**config.mk**
```make
export PLATFORM = sky130hd
export DESIGN_NAME = uart_block_loader
export DESIGN_NICKNAME = d
export VERILOG_FILES = /design/src/rtl/uart_block_loader.sv
export SDC_FILE = /design/constraint.sdc
export NUM_CORES = 1
export LEC_CHECK = 0
export ABC_CLOCK_PERIOD_IN_PS = 4019
export CAP_MARGIN = 20
export CELL_PAD_IN_SITES_DETAIL_PLACEMENT = 1
export CELL_PAD_IN_SITES_GLOBAL_PLACEMENT = 2
export CORE_MARGIN = 2
export CORE_UTILIZATION = 41
export CTS_CLUSTER_DIAMETER = 100
export DETAILED_ROUTE_END_ITERATION = 12
export DONT_BUFFER_PORTS = 1
export PLACE_DENSITY_LB_ADDON = 0.1
export REMOVE_ABC_BUFFERS = 1
export SYNTH_ARGS = -nofsm -noshare
export SYNTH_HDL_FRONTEND = slang
export SYNTH_SLANG_ARGS = --single-unit
```
**constraint.sdc**
```tcl
create_clock -name clk_in -period 4.02 [get_ports clk_in]
set_clock_uncertainty 0.1 [all_clocks]
set_input_delay 0.603 -clock clk_in [delete_from_list [all_inputs] [get_ports clk_in]]
set_output_delay 0.603 -clock clk_in [all_outputs]
set_load 0.01 [all_outputs]
```
**src/rtl/uart_block_loader.sv**
```systemverilog
// UART packet parser producing (x,y,z,type) block writes for the L3 cache.
// Optional checksum byte is enabled by defining UART_BLOCK_LOADER_CHECKSUM_EN.
module uart_block_loader #(
    parameter int          LENGTH         = 64,
    parameter int          WIDTH          = 64,
    parameter int          HEIGHT         = 16,
    parameter int          BLOCK_W        = 5,
    parameter logic [7:0]  SYNC_BYTE      = 8'hA5,
    parameter int          TIMEOUT_CYCLES = 10_000
) (
    input  logic                        clk_in,
    input  logic                        rst_in,
    input  logic [7:0]                  data_byte_in,
    input  logic                        new_data_in,
    output logic                        wr_valid_out,
    input  logic                        wr_ready_in,
    output logic [$clog2(LENGTH)-1:0]   wr_x_out,
    output logic [$clog2(WIDTH)-1:0]    wr_y_out,
    output logic [$clog2(HEIGHT)-1:0]   wr_z_out,
    output logic [BLOCK_W-1:0]          wr_block_out,
    output logic                        busy_out,
    output logic                        err_out,
    output logic [1:0]                  err_code_out,
    output logic [15:0]                 pkt_count_out
);

    localparam int XW = $clog2(LENGTH);
    localparam int YW = $clog2(WIDTH);
    localparam int ZW = $clog2(HEIGHT);
    localparam int TW = $clog2(TIMEOUT_CYCLES) + 1;

    typedef enum logic [2:0] {
        S_SYNC = 3'd0,
        S_X    = 3'd1,
        S_Y    = 3'd2,
        S_Z    = 3'd3,
`ifdef UART_BLOCK_LOADER_CHECKSUM_EN
        S_CHK  = 3'd5,
`endif
        S_TYPE = 3'd4
    } state_t;

    state_t            state_r, state_n_s;
    logic [7:0]        x_r, y_r, z_r, type_r;
    logic [TW-1:0]     tmo_r;
    logic              wr_valid_r, err_r;
    logic [XW-1:0]     wr_x_r;
    logic [YW-1:0]     wr_y_r;
    logic [ZW-1:0]     wr_z_r;
    logic [BLOCK_W-1:0] wr_block_r;
    logic [1:0]        err_code_r, err_code_s;
    logic [15:0]       pkt_count_r;
    logic              busy_s, last_s, tmo_s, chk_ok_s, range_ok_s, free_s, commit_s, err_s;
    logic [7:0]        type_s;

    assign busy_s = (state_r != S_SYNC);

    // Next-state decode, final-byte detection and idle timeout
    always_comb begin
        state_n_s = state_r;
        last_s    = 1'b0;
        tmo_s     = 1'b0;
        chk_ok_s  = 1'b1;
        type_s    = type_r;
        case (state_r)
            S_SYNC: begin
                if (new_data_in && (data_byte_in == SYNC_BYTE)) state_n_s = S_X;
                else                                            state_n_s = S_SYNC;
            end
            S_X: begin
                if (new_data_in) state_n_s = S_Y;
                else             state_n_s = S_X;
            end
            S_Y: begin
                if (new_data_in) state_n_s = S_Z;
                else             state_n_s = S_Y;
            end
            S_Z: begin
                if (new_data_in) state_n_s = S_TYPE;
                else             state_n_s = S_Z;
            end
`ifdef UART_BLOCK_LOADER_CHECKSUM_EN
            S_TYPE: begin
                if (new_data_in) state_n_s = S_CHK;
                else             state_n_s = S_TYPE;
            end
            S_CHK: begin
                if (new_data_in) begin
                    state_n_s = S_SYNC;
                    last_s    = 1'b1;
                    chk_ok_s  = (data_byte_in == (x_r ^ y_r ^ z_r ^ type_r));
                end else begin
                    state_n_s = S_CHK;
                end
            end
`else
            S_TYPE: begin
                if (new_data_in) begin
                    state_n_s = S_SYNC;
                    last_s    = 1'b1;
                    type_s    = data_byte_in;
                end else begin
                    state_n_s = S_TYPE;
                end
            end
`endif
            default: state_n_s = S_SYNC;
        endcase
        // An arriving byte always beats the timeout on the same cycle
        if (busy_s && !new_data_in && (tmo_r == TW'(TIMEOUT_CYCLES - 1))) begin
            state_n_s = S_SYNC;
            tmo_s     = 1'b1;
        end else begin
            tmo_s     = 1'b0;
        end
    end

    // Packet validation, commit decision and error selection
    always_comb begin
        range_ok_s = ({24'd0, x_r} < 32'(LENGTH)) && ({24'd0, y_r} < 32'(WIDTH)) &&
                     ({24'd0, z_r} < 32'(HEIGHT)) && ((type_s >> BLOCK_W) == 8'd0);
        free_s     = !wr_valid_r || wr_ready_in;
        commit_s   = last_s && range_ok_s && chk_ok_s && free_s;
        err_s      = 1'b1;
        err_code_s = err_code_r;
        if (tmo_s) begin
            err_code_s = 2'd2;
        end else if (last_s && !range_ok_s) begin
            err_code_s = 2'd0;
        end else if (last_s && !chk_ok_s) begin
            err_code_s = 2'd1;
        end else if (last_s && !free_s) begin
            err_code_s = 2'd3;
        end else begin
            err_s      = 1'b0;
        end
    end

    // State, field capture, timeout counter and registered outputs
    always_ff @(posedge clk_in) begin
        if (rst_in) begin
            state_r     <= S_SYNC;
            x_r         <= 8'd0;
            y_r         <= 8'd0;
            z_r         <= 8'd0;
            type_r      <= 8'd0;
            tmo_r       <= '0;
            wr_valid_r  <= 1'b0;
            wr_x_r      <= '0;
            wr_y_r      <= '0;
            wr_z_r      <= '0;
            wr_block_r  <= '0;
            err_r       <= 1'b0;
            err_code_r  <= 2'd0;
            pkt_count_r <= 16'd0;
        end else begin
            state_r <= state_n_s;
            if (new_data_in && (state_r == S_X))    x_r    <= data_byte_in;
            if (new_data_in && (state_r == S_Y))    y_r    <= data_byte_in;
            if (new_data_in && (state_r == S_Z))    z_r    <= data_byte_in;
            if (new_data_in && (state_r == S_TYPE)) type_r <= data_byte_in;
            if (new_data_in || tmo_s) tmo_r <= '0;
            else if (busy_s)          tmo_r <= tmo_r + TW'(1);
            if (commit_s) begin
                wr_valid_r  <= 1'b1;
                wr_x_r      <= x_r[XW-1:0];
                wr_y_r      <= y_r[YW-1:0];
                wr_z_r      <= z_r[ZW-1:0];
                wr_block_r  <= type_s[BLOCK_W-1:0];
                pkt_count_r <= pkt_count_r + 16'd1;
            end else if (wr_valid_r && wr_ready_in) begin
                wr_valid_r  <= 1'b0;
            end
            err_r      <= err_s;
            err_code_r <= err_code_s;
        end
    end

    assign wr_valid_out  = wr_valid_r;
    assign wr_x_out      = wr_x_r;
    assign wr_y_out      = wr_y_r;
    assign wr_z_out      = wr_z_r;
    assign wr_block_out  = wr_block_r;
    assign busy_out      = busy_s;
    assign err_out       = err_r;
    assign err_code_out  = err_code_r;
    assign pkt_count_out = pkt_count_r;

endmodule

```
==> reports/qor.yml <==
clock_network:
  postCtsResizedCells: 0
  clock_tree_from_tritoncts: "built"
  cts_buffers: 9
  insertion_delay_ns: 0.36
  max-clock-path-buffers: 2
  cts.clk_slew.worst_paths_ns: 0.09
  postCtsSetupBuffers: 0
  numClockSinks: 88
  hold_buffers: 0
  h_tree_depth: 3
  clk_root_buffer_cell: "clkbuf_8"
die:
  floorplan.die_area_um2: 9860
  num_rows: 34
  fp.coreArea_um2: 8760
  floorplan.io_pins: 54
  fp.dieW_um: 99.3
  die_y_um: 99.3
  initial_core_util_pct: 42.5
route:
  vias_per_cell: 5.75
  drcViolationCount: 0
  via_count: 3013
  post_drt_wl_per_cell_um: 17.5
  drtPass1Iterations: 4
  route.antenna.remaining_nets: 0
  drt_iter0_drc: 146
  total_routed_length_um: 9180
power:
  vdd_drop_max_mv: 0.147
  power-per-cell-area_nw_per_um2: 378
  share_comb_of_total_power_pct: 0.7
  power.leakage_nw: 1.22
  netSwitchingPower_mw: 0.337
  power_mw: 1.50
  p_sw_share_pct: 22.4
  power.clock.fraction_pct: 41.3
  cellInternalPower_mw: 1.16
  p_seq_share_pct: 58.0
setup_path:
  critical_path.max_fanout: 17
  required_ns: 4.16
  worstSetupEndpointType: "flop"
  worstSetupPathType: "flop to flop"
  crit_arrival_ns: 2.64
  start_kind: "flop"
finish:
  layout.nets: 425
  final_cell_mix: "88 x dfxtp_1, 57 x a21oi_1, 41 x nand2_1"
  area_growth_syn_to_layout_pct: 6.62
  final_cell_area_um2: 3970
  final_layout_size_suffix_gt1_share_pct: 8.17
  insertedDiodeCount: 0
  layout_commonest_cell: "dfxtp_1"
global_routing:
  grt-ovfl-total: 0
  antenna_found_initial: 0
  pin_count_of_the_biggest_net_entering_global_routing: 75
  grt_pass1_vias: 2995
  grt_pass1_wl_um: 15300
  grt_use_total_pct: 19.2
placed_design:
  place_area_um2: 3770
  gp_routability_congestion: 0.756
  dp_hpwl_um: 6120
  i_o_buffers: 0
logic_synthesis:
  total_of_flip_flops_plus_latches_after_synthesis: 88
  yosys-mux-area-fraction_pct: 5.81
  synth_fa_ha_area_share_pct: 0.672
  synthXorXnorAreaFrac_pct: 2.35
  portion_of_the_post_synthesis_area_used_by_sequential_elements_pct: 47.3
  synth_compound_area_share_pct: 14.8
  simple_gate_share_of_the_synthesized_area_pct: 25.4
  synth_top_family_by_area: "simple AND/OR/NAND/NOR gates"
  netlist-cell-type-count: 44
  postSynthAreaPerCell_um2: 8.80
  syn-cell-area_um2: 3720
  ys.flop_type: "dfxtp_1"
  postSynthCellCount: 423
  ys_async_sr_fraction_pct: 0
  yosysWarningCount: 0
  synth_edf_count: 0
timing:
  setup_violations: 0
  final_max_slew_viol_count: 0
  grt_setup_unrepaired: "no"
  fin_crit_ns: 2.50
  worst_pin_slew_ns: 0.726
  final_layout_setup_total_negative_slack_ns: 0
  maxSlewHeadroom_pct: 51.5
  clock.fmax_mhz: 400
  hold_viol_final: 0
  finalCritPeriodShare_pct: 62.1
run_status:
  run_status: "finished clean"
flow_run:
  number_of_max_cap_violations: 0
min_path:
  worstHoldPathType: "input port to flop"
==> through the flow <==
| step | util, % | hold slack, ns | worst slack [ns] | instances |
|---|---|---|---|---|
| 6_report | 45.3 | 0.221 | 1.52 | 524 |
| 3_3_place_gp | 43.0 | 0.337 | 1.45 | 507 |
| 2_1_floorplan | - | 0.328 | 1.48 | 395 |
| 4_1_cts | 45.2 | 0.201 | 1.51 | 523 |
| 3_5_place_dp | 43.0 | 0.344 | 1.38 | 507 |
| 5_1_grt | 45.3 | 0.205 | 1.30 | 524 |
==> power groups by stage <==
stage          combinational, mW  sequential (mW)  clock, mW
6_report                  0.0112            0.871      0.619
5_1_grt                   0.0122            0.871      0.667
4_1_cts                   0.0106            0.871      0.637
3_5_place_dp              0.0106            0.892          0
3_3_place_gp              0.0102            0.892          0
2_1_floorplan            0.00782            0.892          0
==> critical path, stage by stage (launching register included) <==
cell and delay [ns]:
dfxtp_1 0.43, and4bb_1 0.31, buf_4 0.21, nand4_1 0.41, nor2_1 0.54, mux2_2 0.40
==> cells in the mapped netlist (2+ instances only) <==
| cell type | count | share of area [%] |
|---|---|---|
| dfxtp_1 | 88 | 47 |
| a21oi_1 | 57 | 7.7 |
| nand2_1 | 41 | 4.1 |
| nor2_1 | 32 | 3.2 |
| nand3_1 | 29 | 3.9 |
| o21ai_0 | 22 | 3.0 |
| mux2i_1 | 16 | 4.3 |
| clkbuf_1 | 15 | 1.5 |
| o31ai_1 | 14 | 2.8 |
| or4_1 | 14 | 2.8 |
| buf_2 | 10 | 1.3 |
| nand4_1 | 9 | 1.5 |
| nor2b_1 | 9 | 1.5 |
| mux2_2 | 5 | 1.5 |
| or3_1 | 5 | 0.84 |
| xnor2_1 | 5 | 1.2 |
| xor2_1 | 5 | 1.2 |
| inv_1 | 4 | 0.40 |
| nor3_1 | 4 | 0.54 |
| and3_1 | 3 | 0.50 |
| and4_1 | 3 | 0.71 |
| nor4_1 | 3 | 0.50 |
| and2_1 | 2 | 0.34 |
| and3b_1 | 2 | 0.47 |
| buf_1 | 2 | 0.20 |
| ha_1 | 2 | 0.67 |
| nand2b_1 | 2 | 0.34 |
| nor3_2 | 2 | 0.54 |
| nor4_4 | 2 | 1.1 |
| nor4b_1 | 2 | 0.47 |
==> sequential cells by signal, summed over array words and instances (netlist names) <==
signal and cells:
wr_block_out 5, err_code_out 2, tmo_r 15, type_r 5
err_out 1, z_r 8, wr_y_out 6, x_r 8
wr_x_out 6, y_r 8, state_r 3, wr_z_out 4
wr_valid_out 1, pkt_count_out 16
==> path summary, 6_finish.rpt <==
path,startpoint,endpoint,slack [ns],cells past startpoint
worst max-delay path,state_r[1],wr_block_out[1],1.52,5
worst min-delay path,rst_in,z_r[7],0.22,1
worst max register to register,state_r[1],wr_block_out[1],1.52,5
worst min register to register,z_r[3],z_r[3],0.36,2
==> layout make-up <==
class	instances	area, um^2
Fill cell	1054	4790
Clock inverter	6	67.6
Inverter	4	15.0
Clock buffer	10	128
Sequential cell	88	1760
Tap cell	108	135
Timing Repair Buffer	5	37.5
Multi-Input combinational cell	303	1830
==> routing by layer <==
layer	vias up	track usage (%)	part of all wire [%]
li1	1496	-	-
met1	1467	26.0	49
met2	40	30.1	46
met3	10	5.34	4.4
met4	0	5.90	1.2
met5	-	0	0
==> cells by family after synthesis <==
family / count (synthesis)
multiplexers: 21
AO/OA/AOI/OAI: 99
AND/OR/NAND/NOR: 171
adder cells (fa/ha/maj): 2
buffers and inverters: 32
XOR/XNOR: 10
flip-flops: 88
Note: power is estimated with default switching activity, not from simulation.
